### src/rtl/delay_mon_pkg.sv
// Shared types and default constants for the DELAY pulse monitor.
// Used by delay_interval_cnt and delay_monitor.
package delay_mon_pkg;

    typedef enum logic [1:0] {
        IDLE,
        ACQUIRE,
        LOCKED
    } state_t;

    localparam int N_DEF        = 1250;
    localparam int CBITS_DEF    = 11;
    localparam int TOL_DEF      = 2;
    localparam int LOCK_CNT_DEF = 3;

endpackage

### src/rtl/delay_interval_cnt.sv
// Saturating cycle counter between pulses, with interval decodes
// (early / good / timeout) relative to the nominal N+1 period.
module delay_interval_cnt
    import delay_mon_pkg::*;
#(
    parameter int N     = N_DEF,
    parameter int CBITS = CBITS_DEF,
    parameter int TOL   = TOL_DEF
) (
    input  logic             clk,
    input  logic             rst_n,
    input  logic             pulse,
    output logic [CBITS-1:0] cnt,
    output logic [CBITS-1:0] ivl,
    output logic             early,
    output logic             good,
    output logic             timeout
);

    localparam logic [CBITS:0]   LO = (CBITS+1)'(N + 1 - TOL);
    localparam logic [CBITS:0]   HI = (CBITS+1)'(N + 1 + TOL);
    localparam logic [CBITS-1:0] TO = CBITS'(N + TOL);

    logic [CBITS:0] ival;

    always_ff @(posedge clk or negedge rst_n) begin
        if (!rst_n) begin
            cnt <= '0;
        end else if (pulse) begin
            cnt <= '0;
        end else if (cnt != '1) begin
            cnt <= cnt + 1'b1;
        end
    end

    // One extra bit so cnt+1 at all-ones cannot wrap into the good window
    assign ival    = {1'b0, cnt} + (CBITS+1)'(1);
    assign ivl     = ival[CBITS-1:0];
    assign early   = pulse && (ival < LO);
    assign good    = pulse && (ival >= LO) && (ival <= HI);
    assign timeout = !pulse && (cnt == TO);

endmodule

### src/rtl/delay_monitor.sv
// Lock/err/late monitor for the periodic DELAY pulse.
// Define DELAY_MON_STATS_EN to add the saturating err_cnt output.
module delay_monitor
    import delay_mon_pkg::*;
#(
    parameter int N        = N_DEF,
    parameter int CBITS    = CBITS_DEF,
    parameter int TOL      = TOL_DEF,
    parameter int LOCK_CNT = LOCK_CNT_DEF
) (
    input  logic             clk,
    input  logic             rst_n,
    input  logic             sig_in,
    output logic             locked,
    output logic             err,
    output logic             late,
    output logic [CBITS-1:0] period
`ifdef DELAY_MON_STATS_EN
    ,
    output logic [15:0]      err_cnt
`endif
);

    localparam int GBITS = $clog2(LOCK_CNT + 1);
    localparam logic [GBITS-1:0] LC = GBITS'(LOCK_CNT);

    state_t             state;
    logic [GBITS-1:0]   gcnt;
    logic [GBITS-1:0]   gnext;
    logic [CBITS-1:0]   cnt;
    logic [CBITS-1:0]   ivl;
    logic               early;
    logic               good;
    logic               timeout;

    delay_interval_cnt #(
        .N     (N),
        .CBITS (CBITS),
        .TOL   (TOL)
    ) u_cnt (
        .clk     (clk),
        .rst_n   (rst_n),
        .pulse   (sig_in),
        .cnt     (cnt),
        .ivl     (ivl),
        .early   (early),
        .good    (good),
        .timeout (timeout)
    );

    assign gnext = gcnt + 1'b1;

    always_ff @(posedge clk or negedge rst_n) begin
        if (!rst_n) begin
            state  <= IDLE;
            gcnt   <= '0;
            locked <= 1'b0;
            err    <= 1'b0;
            late   <= 1'b0;
            period <= '0;
        end else begin
            err  <= 1'b0;
            late <= 1'b0;
            unique case (state)
                IDLE: begin
                    // First pulse only sets the reference point
                    if (sig_in) begin
                        state <= ACQUIRE;
                        gcnt  <= '0;
                    end
                end
                ACQUIRE: begin
                    if (good) begin
                        period <= ivl;
                        gcnt   <= gnext;
                        if (gnext == LC) begin
                            state  <= LOCKED;
                            locked <= 1'b1;
                        end
                    end else if (early) begin
                        period <= ivl;
                        gcnt   <= '0;
                    end else if (timeout) begin
                        state <= IDLE;
                        late  <= 1'b1;
                    end
                end
                LOCKED: begin
                    if (good) begin
                        period <= ivl;
                    end else if (early) begin
                        period <= ivl;
                        state  <= ACQUIRE;
                        gcnt   <= '0;
                        locked <= 1'b0;
                        err    <= 1'b1;
                    end else if (timeout) begin
                        state  <= IDLE;
                        locked <= 1'b0;
                        err    <= 1'b1;
                        late   <= 1'b1;
                    end
                end
                default: begin
                    state  <= IDLE;
                    locked <= 1'b0;
                end
            endcase
        end
    end

`ifdef DELAY_MON_STATS_EN
    always_ff @(posedge clk or negedge rst_n) begin
        if (!rst_n) begin
            err_cnt <= '0;
        end else if (err && (err_cnt != '1)) begin
            err_cnt <= err_cnt + 1'b1;
        end
    end
`endif

endmodule

### config.mk
export PLATFORM = sky130hd
export DESIGN_NAME = delay_monitor
export DESIGN_NICKNAME = d
export VERILOG_FILES = /design/src/rtl/delay_mon_pkg.sv /design/src/rtl/delay_interval_cnt.sv /design/src/rtl/delay_monitor.sv
export SDC_FILE = /design/constraint.sdc
export NUM_CORES = 1
export LEC_CHECK = 0
export CORE_AREA = 2 2 72 74
export DETAILED_ROUTE_END_ITERATION = 12
export DIE_AREA = 0 0 74 76
export HOLD_SLACK_MARGIN = 0.03
export PLACE_DENSITY = 0.64
export SYNTH_ARGS = -nofsm -noshare
export SYNTH_HDL_FRONTEND = slang
export SYNTH_SLANG_ARGS = --single-unit
### constraint.sdc
create_clock -name clk -period 3 [get_ports clk]
set_input_delay 0.6 -clock clk [delete_from_list [all_inputs] [get_ports clk]]
set_output_delay 0.6 -clock clk [all_outputs]
set_load 0.01 [all_outputs]
==> flow_metrics.tcl <==
set metrics [dict create \
    outcome "completed" \
    fin_nets 233 \
    synth_edf_count 0 \
    multi_input_area_mm2 0.001016 \
    yosys.area_share.simple_pct 19.92 \
    cts.sink_count 29 \
    ys.flop_type "dfrtp_1" \
    syn_nets 215 \
    fin_crit_sh_pct 90.47 \
    hold_viol_final 0 \
    rsz0062_at_grt "false" \
    cts_tree "done" \
    overflow 0 \
    finalPower_mw 1.224 \
    synth-compound-area-share_pct 17.94 \
    postCtsSetupBuffers 0 \
    final_util_pct 45.39 \
    ioPinCount 17 \
    hold_path_class "reg -> reg" \
    drtIter0Drc 78 \
    crit_chain "ha_1, nand4_2, xnor2_1, a22o_1, a21oi_1, o21ai_0, a211oi_2, buf_4, mux2_2" \
    crit_family "compound AO/OA/AOI/OAI gates" \
    portBuffers 16 \
    via_count 1561 \
    relSlewSlack_pct 66.09 \
    drc 0 \
    fin_worst_skew_ps 7.145 \
    p_leak_nw 0.9475 \
    peakVddDrop_uv 291.2 \
    cp_max_fo 11 \
    routedWlPerCell_um 13.97 \
    period_needed_ps 2714 \
    seq_area_frac_synth_pct 38.39 \
    cp_slowest_cell "dfrtp_1" \
    grt_pass1_vias 1584 \
    synthAdderAreaFrac_pct 4.633 \
    avgSynthCellArea_um2 9.222 \
    syn-instance-count 205 \
    fmax_ghz 0.3684 \
    cts_hold_buffers 0 \
    async_reset_ff_share_pct 100.0 \
    power_density_mw_per_mm2 548.9 \
    start_util_pct 38.49 \
    crit_required_ps 3160 \
    cts_resized 0 \
    dieArea_mm2 0.005624 \
    fp.dieW_um 74 \
    drive_above_1_share_pct 12.95 \
    fin_tns_setup_ps 0 \
    grt_pass1_wl_um 7424 \
    cp-end-kind "register" \
    drt_pass1_iterations 4 \
    finalSetupViolCount 0 \
    muxShareOfSynthArea_pct 6.155 \
    synthToLayoutAreaGrowth_pct 17.94 \
    crit_buf_inv 1 \
    fill_cells 475 \
    worst_setup_path_start_kind "register" \
    ctsRootBufferMaster "clkbuf_8" \
    synth_cell_types 52 \
    clk_pin_slew_ps 70 \
    layout_common_cells "29 x dfrtp_1, 16 x inv_1, 16 x a21oi_1, 16 x clkdlybuf4s50_1, 15 x nor2_1" \
    yosys_warnings 0 \
    grt.total_usage_pct 16.74 \
    core-area_mm2 0.004912 \
    rows 26 \
    cp.arrival_ps 2880 \
    h-tree-depth 2 \
    synth_top_family_by_area "simple AND/OR/NAND/NOR gates" \
    routed_via_density 5.310 \
    synth-xor-area-share_pct 5.096 \
    maxCapViolations 0 \
    fp.dieH_um 76 \
    crit_type "reg -> reg" \
    critical_path.max_stage_delay_ps 360 \
    grt_max_degree 30 \
    final_common_cell "dfrtp_1" \
    hpwl_um 3004 \
    routed_wl_um 4108 \
    seq_area_um2 725.7 \
    clk_path_buf_depth 2 \
    tightest_slew_ps 502.0 \
    drtAntennaViolNets 0 \
    cts_made_buffers 5 \
    slew_violations 0 \
    antenna_found_initial 0 \
    antenna_cells_inserted 0 \
    ys_ff_latch 29 \
    syn_area_mm2 0.001891 \
    place.gp.congestion 0.9162 \
    clk-insertion-delay-late_ps 280 \
]
power by group:
group | internal, mW | switching, mW | leakage [nW]
registers | 0.424 | 0.0243 | 0.394
clock network | 0.270 | 0.157 | 0.0574
logic | 0.164 | 0.185 | 0.496
worst register-to-register path, stage by stage (launching register included):
cell      delay (ps)
dfrtp_1          360
ha_1             340
nand4_2          270
xnor2_1          240
a22o_1           260
a21oi_1          190
o21ai_0          120
a211oi_2         210
buf_4            250
mux2_2           370
state kept, by name (all words and copies together), names as in the netlist:
signal	cells
err	1
gcnt	2
late	1
locked	1
period	11
state	2
u_cnt.cnt	11
cell usage after synthesis, types with 3 or more instances:
library cell / n / share of area, %
a21o_1: 3 / 1.2
a21oi_1: 16 / 4.2
and4_1: 3 / 1.4
buf_4: 6 / 2.4
clkbuf_1: 3 / 0.60
dfrtp_1: 29 / 38
ha_1: 7 / 4.6
inv_1: 16 / 3.2
mux2_2: 5 / 3.0
mux2i_1: 6 / 3.2
nand2_1: 13 / 2.6
nand3_1: 6 / 1.6
nand4_1: 4 / 1.3
nor2_1: 15 / 3.0
nor3_1: 4 / 1.1
o21ai_0: 8 / 2.1
o21ai_1: 5 / 1.3
xnor2_1: 6 / 2.8
xor2_1: 5 / 2.3
cell type report:
class / count / area share, %
clock buffer: 6 / 3.704
clock inverter: 2 / 1.684
inverter: 16 / 2.694
multi-input combinational: 147 / 45.57
sequential: 29 / 32.55
tap: 70 / 3.928
timing repair buffer: 24 / 9.877
kinds of logic after synthesis:
family | Yosys count
and+or+nand+nor | 66
DFF | 29
muxes | 11
buffers and inverters | 29
xor gates and xnor gates | 11
adders and majority gates | 7
AOI/OAI and AO/OA | 52
routing by layer:
layer | share of wire [%] | track usage, % | wire length [um]
met1 | 46 | 22.56 | 1882
met2 | 50 | 26.07 | 2039
met3 | 3.1 | 3.571 | 126
met4 | 1.4 | 6.364 | 59
met5 | 0 | 0 | 0
stage by stage:
| step | setup slack, ps | instances | hold slack [ps] | area, um^2 |
|---|---|---|---|---|
| detailed placement | 275.1 | 286 | 466.1 | 2110 |
| global placement | 342.2 | 286 | 462.4 | 2110 |
| floorplan | 617.4 | 205 | 304.4 | 1891 |
| CTS | 307.0 | 294 | 480.7 | 2230 |
| global route | 146.1 | 294 | 500.1 | 2230 |
| finish | 285.9 | 294 | 477.2 | 2230 |
worst paths after layout:
check | start | end | slack (ps) | cells after the start
min reg2reg | gcnt[0]$_DFFE_PN0P_ | gcnt[0]$_DFFE_PN0P_ | 480 | 1
min in group asynchronous | rst_n | period[2]$_DFFE_PN0P_ | 700 | 2
max | u_cnt.cnt[0]$_DFFE_PN0P_ | period[8]$_DFFE_PN0P_ | 290 | 9
min | gcnt[0]$_DFFE_PN0P_ | gcnt[0]$_DFFE_PN0P_ | 480 | 1
max in group asynchronous | rst_n | gcnt[1]$_DFFE_PN0P_ | 2020 | 2
max reg2reg | u_cnt.cnt[0]$_DFFE_PN0P_ | period[8]$_DFFE_PN0P_ | 290 | 9
Power figures use the tool's default switching activity.
